===== src/rtl/maze_renderer.sv =====
// maze_renderer: parametrised maze pixel renderer for a 96x64 RGB565 OLED,
// with a player move FSM, wall collision check and goal detection.
module maze_renderer #(
  parameter int          WIDTH     = 96,
  parameter int          HEIGHT    = 64,
  parameter int          COLS      = 7,
  parameter int          ROWS      = 4,
  parameter int          PITCH_X   = 13,
  parameter int          PITCH_Y   = 15,
  parameter int          WALL      = 3,
  parameter int          START_COL = 0,
  parameter int          START_ROW = 0,
  parameter int          GOAL_COL  = 6,
  parameter int          GOAL_ROW  = 3,
  parameter logic [15:0] WALL_C    = 16'hFFFF,
  parameter logic [15:0] BG_C      = 16'h0000,
  parameter logic [15:0] PLAYER_C  = 16'h001F,
  parameter logic [15:0] GOAL_C    = 16'h07E0,
  parameter int          IDX_W     = 13
) (
  input  logic                     clk,
  input  logic                     rst_n,
  input  logic [IDX_W-1:0]         index,
  input  logic                     index_valid,
  output logic [15:0]              data,
  output logic                     data_valid,
  input  logic [(ROWS+1)*COLS-1:0] hwall,
  input  logic [ROWS*(COLS+1)-1:0] vwall,
  input  logic                     move_req,
  input  logic [1:0]               move_dir,
  output logic                     move_ready,
  output logic                     move_done,
  output logic                     move_blocked,
  input  logic                     restart,
  output logic [2:0]               player_col,
  output logic [2:0]               player_row,
  output logic                     won
);

  localparam int XW   = $clog2(WIDTH);
  localparam int YW   = $clog2(HEIGHT);
  localparam int NPIX = WIDTH * HEIGHT;
  localparam int GW   = COLS * PITCH_X + WALL;
  localparam int GH   = ROWS * PITCH_Y + WALL;
  localparam int HN   = (ROWS + 1) * COLS;
  localparam int VN   = ROWS * (COLS + 1);
  localparam int HIW  = $clog2(HN);
  localparam int VIW  = $clog2(VN);

  // ---------------- stage 1 ----------------
  logic [XW-1:0] s1_x;
  logic [YW-1:0] s1_y;
  logic          s1_oob;
  logic          s1_v;

  always_ff @(posedge clk) begin
    if (!rst_n) begin
      s1_v   <= 1'b0;
      s1_x   <= '0;
      s1_y   <= '0;
      s1_oob <= 1'b0;
    end else begin
      s1_v   <= index_valid;
      s1_x   <= XW'(32'(index) % WIDTH);
      s1_y   <= YW'(32'(index) / WIDTH);
      s1_oob <= 32'(index) >= NPIX;
    end
  end

  // ---------------- stage 2 ----------------
  int unsigned    xi, yi, pc_i, pr_i;
  int unsigned    cc, xo, rr, yo;
  logic [HIW-1:0] pix_hidx;
  logic [VIW-1:0] pix_vidx;
  logic [15:0]    pix;

  always_comb begin
    xi       = 32'(s1_x);
    yi       = 32'(s1_y);
    pc_i     = 32'(player_col);
    pr_i     = 32'(player_row);
    cc       = xi / PITCH_X;
    xo       = xi % PITCH_X;
    rr       = yi / PITCH_Y;
    yo       = yi % PITCH_Y;
    pix_hidx = HIW'(rr * COLS + cc);
    pix_vidx = VIW'(rr * (COLS + 1) + cc);
    pix      = BG_C;
    // On the last wall line/column only the wall rules can match
    if (s1_oob || xi >= GW || yi >= GH)
      pix = WALL_C;
    else if (xo < WALL && yo < WALL)
      pix = WALL_C;
    else if (xo < WALL)
      pix = vwall[pix_vidx] ? WALL_C : BG_C;
    else if (yo < WALL)
      pix = hwall[pix_hidx] ? WALL_C : BG_C;
    else if (cc == pc_i && rr == pr_i)
      pix = PLAYER_C;
    else if (cc == GOAL_COL && rr == GOAL_ROW)
      pix = GOAL_C;
  end

  always_ff @(posedge clk) begin
    if (!rst_n) begin
      data       <= '0;
      data_valid <= 1'b0;
    end else begin
      data_valid <= s1_v;
      if (s1_v)
        data <= pix;
    end
  end

  // ---------------- move FSM ----------------
  typedef enum logic [1:0] {
    IDLE,
    CHECK,
    COMMIT
  } state_t;

  state_t         st;
  logic [1:0]     dir_q;
  logic           blk_q;
  logic [2:0]     tcol;
  logic [2:0]     trow;
  logic           chk_blk;
  logic           chk_edge;
  logic           chk_wall;
  logic [2:0]     chk_col;
  logic [2:0]     chk_row;
  logic [HIW-1:0] mv_hidx;
  logic [VIW-1:0] mv_vidx;

  always_comb begin
    chk_col  = player_col;
    chk_row  = player_row;
    chk_edge = 1'b0;
    mv_hidx  = '0;
    mv_vidx  = '0;
    chk_wall = 1'b0;
    unique case (dir_q)
      2'd0: begin
        chk_edge = pr_i == 0;
        mv_hidx  = HIW'(pr_i * COLS + pc_i);
        chk_wall = hwall[mv_hidx];
        chk_row  = player_row - 3'd1;
      end
      2'd1: begin
        chk_edge = pr_i == ROWS - 1;
        mv_hidx  = HIW'((pr_i + 1) * COLS + pc_i);
        chk_wall = hwall[mv_hidx];
        chk_row  = player_row + 3'd1;
      end
      2'd2: begin
        chk_edge = pc_i == 0;
        mv_vidx  = VIW'(pr_i * (COLS + 1) + pc_i);
        chk_wall = vwall[mv_vidx];
        chk_col  = player_col - 3'd1;
      end
      default: begin
        chk_edge = pc_i == COLS - 1;
        mv_vidx  = VIW'(pr_i * (COLS + 1) + pc_i + 1);
        chk_wall = vwall[mv_vidx];
        chk_col  = player_col + 3'd1;
      end
    endcase
    chk_blk = won | chk_edge | chk_wall;
  end

  always_ff @(posedge clk) begin
    if (!rst_n || restart) begin
      st           <= IDLE;
      dir_q        <= 2'd0;
      blk_q        <= 1'b0;
      tcol         <= 3'(START_COL);
      trow         <= 3'(START_ROW);
      move_ready   <= 1'b1;
      move_done    <= 1'b0;
      move_blocked <= 1'b0;
      player_col   <= 3'(START_COL);
      player_row   <= 3'(START_ROW);
      won          <= 1'b0;
    end else begin
      move_done    <= 1'b0;
      move_blocked <= 1'b0;
      unique case (st)
        IDLE: begin
          if (move_req) begin
            dir_q      <= move_dir;
            move_ready <= 1'b0;
            st         <= CHECK;
          end
        end
        CHECK: begin
          blk_q <= chk_blk;
          tcol  <= chk_col;
          trow  <= chk_row;
          st    <= COMMIT;
        end
        COMMIT: begin
          if (!blk_q) begin
            player_col <= tcol;
            player_row <= trow;
            if (tcol == 3'(GOAL_COL) && trow == 3'(GOAL_ROW))
              won <= 1'b1;
          end
          move_done    <= 1'b1;
          move_blocked <= blk_q;
          move_ready   <= 1'b1;
          st           <= IDLE;
        end
        default: st <= IDLE;
      endcase
    end
  end

endmodule


===== config.mk =====
export PLATFORM = sky130hd
export DESIGN_NAME = maze_renderer
export DESIGN_NICKNAME = d
export VERILOG_FILES = /design/src/rtl/maze_renderer.sv
export SDC_FILE = /design/constraint.sdc
export NUM_CORES = 1
export LEC_CHECK = 0
export ABC_AREA = 0
export BUFFER_PORTS_ARGS = -buffer_cell sky130_fd_sc_hd__buf_2
export CORE_UTILIZATION = 30
export DETAILED_ROUTE_END_ITERATION = 16
export PLACE_DENSITY = 0.59
export SLEW_MARGIN = 20
export SYNTH_ARGS = -nofsm -noshare
export SYNTH_HDL_FRONTEND = slang
export SYNTH_SLANG_ARGS = --single-unit

===== constraint.sdc =====
create_clock -name clk -period 6.9 [get_ports clk]
set_input_delay 0.69 -clock clk [delete_from_list [all_inputs] [get_ports clk]]
set_output_delay 0.69 -clock clk [all_outputs]
set_load 0.02 [all_outputs]

# --- Word-level counts from Yosys, hierarchy flattened ---
# Cells that the tools add are included.
totals:
  ram_bits: 0
  memories: 0
  output_inout_bits: 27
  reg_bits: 53
  latchBits: 0
  input_bits: 87
  rom_bits: 0
  word_cells: 113
classes:
  magnitude_cmp: 11
  bitwise_logic: 4
  n_shift: 0
  multipliers: 3
  n_div: 6
  n_eq_ne: 13
  n_reduce_logical: 19
  add_sub_neg: 11
  n_mux: 29
ops:
  columns: ["cell", "count"]
  rows:
  - ["$mux W16", 6]
  - ["$eq A32 B3 Y1", 2]
  - ["$logic_not A32 Y1", 2]
  - ["$lt A32 B2 Y1 const B", 2]
  - ["$div A13 B7 Y32 const B", 1]
  - ["$div A6 B4 Y32 const B", 1]
  - ["$div A7 B4 Y32 const B", 1]
  - ["$eq A32 B2 Y1 const B", 1]
  - ["$eq A32 B3 Y1 const B", 1]
  - ["$mod A13 B7 Y32 const B", 1]
  - ["$mod A6 B4 Y32 const B", 1]
  - ["$mod A7 B4 Y32 const B", 1]
  - ["$mul A32 B3 Y6 const B", 1]
  - ["$mux W11", 2]
  - ["$lt A6 B7 Y1 const B", 3]
  - ["$bmux W1 S6", 3]
  - ["$lt A5 B6 Y1 const B", 3]
  - ["$bmux W1 S5", 3]
  - ["$ge A13 B13 Y1 const B", 1]
  - ["$add A6 B3 Y6", 2]
  - ["$pmux W3 S2", 2]
  - ["$mux W1", 8]
  - ["$ge A7 B7 Y1 const B", 1]
  - ["$add A3 B1 Y3 const B", 2]
  - ["28 further kinds", 45]

# --- Longest topological paths before layout ---
# Gate-level depths: netlist (run 1).
logic_depth:
  depth_word: 10
  ltp_mapped: 35
  depth_no_buf: 33

# --- Least setup slack after synthesis (run 1) ---
# No wires, ideal clock.
synth_timing:
  path_kind: "register -> register"
  start: "reg s1_x[5]"
  end: "reg data[14]"
  synth_period_minus_slack_ns: 6.364
  stages_incl_launch_ff: 30
  path_buffers: 3
  path_slack_ns: 0.536
  setup_ns: 0.117
  t_arrival_ns: 6.247
  required_ns: 6.783
  path_cell_list: "dfxtp_1 buf_2 o21a_1 ha_1 nor2b_1 a21o_4 inv_4 xnor2_1 ha_1 nor2_1 mux2_4 a21oi_2 nor3_2 buf_2 xnor2_1 inv_1 ha_1 nor2b_1 nor3_1 a21oi_1 nand3_1 ha_1 buf_1 mux4_2 mux4_2 a21oi_1 o21ai_0 a21oi_1 o41ai_2 and4b_1"
synth_between:
  elab_chain_cells: 9
  word_cells_on_any_way: 19
  cone_classes: "add/sub: 2; div: 2; order compare: 2; mux: 10; reduce/logical: 3"
synth_rtl:
  columns: ["element", "line_no", "rtl"]
  rows:
  - ["start, declared", "51", "logic [XW-1:0] s1_x;"]
  - ["start signal, assigned", "64", "s1_x <= XW'(32'(index) % WIDTH);"]
  - ["$div A7 B4 Y32", "82", "cc = xi / PITCH_X;"]
  - ["$add A6 B6 Y6", "86", "pix_hidx = HIW'(rr * COLS + cc);"]
  - ["$bmux W1 S6", "97", "pix = hwall[pix_hidx] ? WALL_C : BG_C;"]
  - ["$mux W1 (implied by the code)", "97", null]
  - ["$mux W16", "97", null]
  - ["$mux W16", "96", "else if (yo < WALL)"]
  - ["$mux W16", "94", "else if (xo < WALL)"]
  - ["$mux W16", "92", "else if (xo < WALL && yo < WALL)"]
  - ["$mux W16 (*)", "90", "if (s1_oob || xi >= GW || yi >= GH)"]
  - ["end signal, assigned", "111", "data <= pix;"]
  - ["end, declared", "25", "output logic [15:0] data,"]
# Mark *: on every way between the ends. The rest lies on a longest branch, timed or not. The select of a mux whose other input is x is not followed.
# A chain may end at the register's enable or synchronous reset.

# --- Final worst setup path (run 1) ---
layout_timing:
  start: "reg s1_y[3]"
  end: "reg data[4]"
layout_between:
  elab_chain_cells: 10
  word_cells_on_any_way: 22
  cone_classes: "add/sub: 2; mul: 1; div: 2; order compare: 2; eq/ne: 1; mux: 11; reduce/logical: 3"
layout_rtl:
  columns: ["element", "line_no", "rtl"]
  rows:
  - ["start, declared", "52", "logic [YW-1:0] s1_y;"]
  - ["start signal, assigned", "65", "s1_y <= YW'(32'(index) / WIDTH);"]
  - ["$div A6 B4 Y32", "84", "rr = yi / PITCH_Y;"]
  - ["$mul A32 B3 Y6", "86", null]
  - ["$add A6 B6 Y6", "86", null]
  - ["$bmux W1 S6", "97", null]
  - ["$mux W1 (implied by the code)", "97", null]
  - ["$mux W16", "97", null]
  - ["$mux W16", "96", null]
  - ["$mux W16", "94", null]
  - ["$mux W16", "92", null]
  - ["$mux W16 (*)", "90", null]
# Marked as above.

==> metrics.cfg, run 1 <==
[placement]
port_buffers=113
hpwl_um=15500
place_area_um2=7230
place_inst=1082
gp_congestion=0.953
place_ws_ns=0.297

[logic_synthesis]
syn_nets=888
synth_seq_cells=40
synthXorXnorAreaFrac=0.0543
synthSimpleGateAreaFrac=0.184
ys_async_sr_fraction=0
syn_inst=741
synth.top_cell.area_share=0.172
yosysSeqAreaShare=0.122
synth_common_cells=50 x mux4_2, 48 x nand2_1, 45 x ha_1, 45 x inv_1, 40 x dfxtp_1
synth_ff_type=dfxtp_1
synth_compound_area_frac=0.208
syn_avg_cell_area_um2=8.82
syn_area_um2=6540
synth_top_family_by_area=multiplexers
synth_cell_types=85
synth.most_common_cell=mux4_2
synthMuxAreaShare=0.220
yosys_warnings=0
synth-edff-count=0
yosysTopAreaCell=mux4_2
synthTopCellsByArea=mux4_2 17%, dfxtp_1 12%, ha_1 8.6%
synthAdderAreaFrac=0.132

[cells_and_area]
areaGrowthSynthToFinish_pct=13.3
antenna_cells=0
final_cells=1091
n_fill_cell=2224
drive_above_1_share=0.277
nNetsFinal=962
final_cell_area_um2=7410

[clock_tree]
clk_latency_ns=0.28
clk_pin_slew_ns=0.06
cts_tree=done
cts_inserted_buffers=5
ctsHoldBuffers=0
clock-sinks=40
clk_path_buf_depth=2
htreeDepth=2
cts_root_buf=clkbuf_16

[timing]
fmax_mhz=156
fin_crit_sh=0.929
slew_headroom=0.420
slew_violations=0
rsz0062_at_grt=false
setup_ws_ns=0.490
tightestPinTransition_ns=0.869
finalHoldViolCount=0
finalSetupViolCount=0
fin_skew_ns=0.00408
fin_crit_ns=6.41
tns_ns=0

[global_route]
grt_usage=0.171
overflow=0
grt_antenna_before_repair=0
grt_max_degree=26
grt_pass1_wl_um=30500
grt_pass1_vias=5706

[critical_path]
reg2reg_depth=26
cpPeakStageDelay_ns=0.57
start_kind=register
slowest_stage=fa_1
worstSetupPathType=register to register
rrSetupSlack_ns=0.49
crit_path_end_kind=register
regToRegEndpoint=data[4]
r2r_start=s1_y[3]
path_max_fanout=7
worst-endpoint-arrival_ns=6.58
critPathRequiredTime_ns=7.07

[power_and_ir_drop]
total_power_uw=1110
vdd.ir_drop.worst_v=0.0000755
p_leak_uw=0.00305
power.density_nw_per_um2=150

[hold_path]
whs_endpoint=player_row[1]
hold_depth=2
hold_path.class=register to register
hold_start=trow[1]

[floorplan]
dieWidth_um=150
core.rowCount=53
start_util=0.308
io_pins=114
fp.coreArea_um2=21200
die_y_um=150
die_area_um2=22400

[route]
wl_met1_um=8710
highest_layer=met4
vias=6157
wl_met3_um=1380
first_pass_iters=6
detail_route.wl_per_cell_um=17.5
routed-wl-met2_um=8620
drt_iter0_markers=469
drc=0
wl_um=19100
antenna_left=0
vias_per_cell=5.64

[flow_run]
cap_viol_max_count=0

[status]
status=finished clean

-- repair_timing --
item,in CTS,in global routing
resized for setup,0,7
endpoints found under the setup margin,0,3
buffers inserted,0,1
-- kinds of logic (layout without fill, tap and decap cells) --
logic type,Yosys count,in the layout
and+or+nand+nor,224,224
AOI/OAI and AO/OA,187,187
buffers and inverters,111,186
muxes,80,80
adders and majority gates,60,60
DFF,40,40
xor gates and xnor gates,39,39
-- final cells by class --
cell class / instances / area [um2] / area share
clock inverters: 1 / 7.51 / 0.00101
repair buffers: 128 / 678 / 0.0916
multi-input cells: 590 / 5240 / 0.708
clock buffers: 7 / 143 / 0.0193
inverters: 50 / 190 / 0.0257
flip-flops and latches: 40 / 803 / 0.108
well taps: 275 / 344 / 0.0465
-- metrics by stage --
stage / hold slack, ns / utilization
floorplan: 0.440 / -
global placement: 0.455 / 0.341
detailed placement: 0.462 / 0.341
CTS: 0.472 / 0.348
global route: 0.489 / 0.349
finish: 0.475 / 0.349
-- report_power, final --
group / switching (uW) / internal, uW / total [uW]
clock: 90.7 / 144 / 235
sequential: 18.0 / 243 / 261
combinational: 330 / 284 / 614
-- critical path: cells and delay by family, from the launching register on --
kind,cells,cell delay [ns]
xor gates and xnor gates,2,0.44
adders and majority gates,5,2.02
DFF,1,0.42
AOI/OAI and AO/OA,9,1.63
muxes,1,0.55
and+or+nand+nor,5,0.73
buffers and inverters,4,0.49
-- routing by layer --
layer / vias to the layer above / track usage
li1: 2936 / -
met1: 2931 / 0.238
met2: 266 / 0.272
met3: 24 / 0.0204
met4: 0 / 0.0536
met5: - / 0
-- sequential cells by signal, indices dropped and copies added, names as in the netlist --
register and count:
s1_y 6, move_ready 1, data_valid 1, tcol 3
move_done 1, s1_x 7, s1_v 1, dir_q 2
blk_q 1, trow 3, move_blocked 1, won 1
s1_oob 1, data 3, player_col 3, player_row 3
st 2
-- cells in the final DEF (no fill, tap or decap), types with 8 or more instances in the layout --
cell / n
inv_1: 45
o211ai_1: 12
a31oi_1: 12
mux2i_1: 21
nor3_1: 22
fa_1: 15
mux2_2: 8
xor2_1: 9
a211oi_1: 10
nor2_1: 32
and2_1: 17
nand2_1: 48
nor2b_1: 13
o221ai_1: 8
ha_1: 44
nand3_1: 21
o21ai_0: 28
dfxtp_1: 38
xnor2_1: 28
a21oi_1: 35
buf_4: 15
buf_2: 113
nand2b_1: 17
mux4_2: 50
a21o_1: 9
-- how the worst max path moves through the flow --
stage               startpoint        to  slack (ns)  cells after the start
floorplan              s1_x[5]  data[14]        0.54                     29
global placement       s1_y[2]  data[10]        0.38                     26
detailed placement     s1_y[2]   data[4]        0.30                     26
CTS                    s1_y[2]   data[4]        0.27                     26
global route           s1_y[3]   data[4]        0.02                     26
finish                 s1_y[3]   data[4]        0.49                     26
No activity file was read; power rests on OpenSTA's default activity.
==> inputs of run 2 (changes only) <==
--- a/config.mk
+++ b/config.mk
@@ -7,6 +7,7 @@
 export LEC_CHECK = 0
 export ABC_AREA = 0
 export BUFFER_PORTS_ARGS = -buffer_cell sky130_fd_sc_hd__buf_2
+export CORE_ASPECT_RATIO = 1.4
 export CORE_UTILIZATION = 30
 export DETAILED_ROUTE_END_ITERATION = 16
 export PLACE_DENSITY = 0.59
==> run 2 against run 1 <==
  * Die area is essentially flat
  * Clock-buffer cell count shrank 2
  * Largest power group unchanged
  * Register-to-register slack lost 0.12 ns
  * Fmax shrank 1.9%
  * Highest routed layer unchanged
  * Wire length shrank 2.1%
==> metrics.cfg, run 2 (synthesis results as in run 1) <==
[power_and_ir_drop]
clockPowerShare=0.254
p_leak_uw=0.00306
seqPwrFrac=0.224
netSwitchingPower_uw=430
p_int_uw=728
power.density_nw_per_um2=156
total_power_uw=1160
swShare=0.371
power.share.combinational=0.522
vdd.ir_drop.worst_v=0.000106

[global_route]
grt_antenna_before_repair=0
grt_pass1_wl_um=30500
grt_max_degree=26
grt_pass1_vias=6031
overflow=0
grt_usage=0.169

[cells_and_area]
largest_register=s1_x
multi_input_area_um2=5240
areaGrowthSynthToFinish_pct=13.4
nNetsFinal=961
drive_above_1_share=0.274
mostFrequentLayoutCell=buf_2
n_fill_cell=2219
antenna_cells=0
final_cells=1074
top_regs=s1_x (7), s1_y (6)
seqCellArea_um2=801
final_cell_mix=113 x buf_2, 50 x mux4_2, 48 x nand2_1
largest_register_ffs=7

[floorplan]
fp.coreArea_um2=21300
io_pins=114
die_area_um2=22400
dieWidth_um=127
die_y_um=177
core.rowCount=63
start_util=0.307

[route]
first_pass_iters=4
drc=0
wl_um=18700
vias_per_cell=5.65
vias=6069
antenna_left=0
drt_iter0_markers=225
detail_route.wl_per_cell_um=17.4

[critical_path]
path_max_fanout=8
worstSetupPathType=register to register
rrSetupSlack_ns=0.37
reg2reg_depth=26
worst-endpoint-arrival_ns=6.70
start_kind=register
regToRegEndpoint=data[10]
r2r_start=s1_y[2]
crit_path_end_kind=register
critPathRequiredTime_ns=7.07

[hold_path]
hold_start=trow[0]
whs_endpoint=player_row[0]
hold_path.class=register to register
hold_depth=2

[timing]
fin_crit_sh=0.947
tightestPinTransition_ns=0.870
tns_ns=0
fmax_mhz=153
whs_ns=0.464
fin_skew_ns=0.00587
finalHoldViolCount=0
slew_violations=0
finalSetupViolCount=0
slew_headroom=0.420
fin_crit_ns=6.53
rsz0062_at_grt=false

[placement]
hpwl_um=15300
gp_congestion=0.875
port_buffers=113
place_inst=1067

[clock_tree]
clk_latency_ns=0.28
cts_inserted_buffers=5
cts_tree=done
cts-resized-gates=0
clk_pin_slew_ns=0.06
clock-sinks=40
clk_path_buf_depth=2
htreeDepth=2
ctsHoldBuffers=0
post-cts-setup-buffer-count=0
cts_root_buf=clkbuf_16

[flow_run]
cap_viol_max_count=0

[status]
status=finished clean

[run 2: how the worst max path moves through the flow]
stage | startpoint | slack (ns) | end | cells past startpoint
2_1_floorplan | s1_x[5] | 0.54 | data[14] | 29
3_3_place_gp | s1_y[2] | 0.33 | data[4] | 26
3_5_place_dp | s1_y[2] | 0.20 | data[10] | 26
4_1_cts | s1_y[2] | 0.18 | data[10] | 26
5_1_grt | s1_y[2] | 0.02 | data[4] | 26
6_report | s1_y[2] | 0.37 | data[10] | 26
[run 2: area by class of cell]
| type | instances | share of cell area |
|---|---|---|
| clock buffers | 5 | 0.0169 |
| multi-input cells | 590 | 0.707 |
| well taps | 260 | 0.0439 |
| repair buffers | 127 | 0.0904 |
| clock inverters | 2 | 0.00810 |
| inverters | 50 | 0.0256 |
| flip-flops and latches | 40 | 0.108 |
[run 2: per-layer routing]
metal  vias to the layer above  wire length (um)  GRT usage
li1                       2936                 -          -
met1                      2883              7710      0.193
met2                       203              9450      0.314
met3                        47               770     0.0175
met4                         0               783     0.0784
met5                         -                 0          0
[run 2: through the flow]
stage / util / instance area (um2) / setup WS [ns]
final: 0.348 / 7410 / 0.369
after global routing: 0.348 / 7410 / 0.0170
after CTS: 0.348 / 7400 / 0.180
after detailed placement: 0.339 / 7210 / 0.203
after global placement: 0.339 / 7210 / 0.334
after floorplan: - / 6540 / 0.536
[run 2: power by group through the flow]
stage | Sequential [uW] | Combinational (uW) | Clock, uW
2_1_floorplan | 260 | 462 | 0
3_3_place_gp | 264 | 591 | 0
3_5_place_dp | 265 | 593 | 0
4_1_cts | 259 | 596 | 302
5_1_grt | 262 | 661 | 311
6_report | 260 | 604 | 294
[run 2: worst max-delay path, stage by stage (launching register included)]
cell	delay, ns
dfxtp_1	0.44
nand2_1	0.16
nor2_2	0.22
inv_1	0.07
and2_1	0.18
ha_1	0.25
o211a_1	0.30
o21a_1	0.31
inv_2	0.21
xnor2_1	0.10
ha_1	0.24
and4b_1	0.18
o211ai_1	0.11
o2111a_2	0.30
inv_1	0.12
fa_1	0.47
fa_1	0.56
inv_1	0.07
fa_1	0.48
xor2_2	0.25
mux4_2	0.54
a21oi_1	0.15
o21ai_0	0.16
a21oi_1	0.22
o41ai_2	0.12
a21oi_1	0.13
nor3_1	0.07
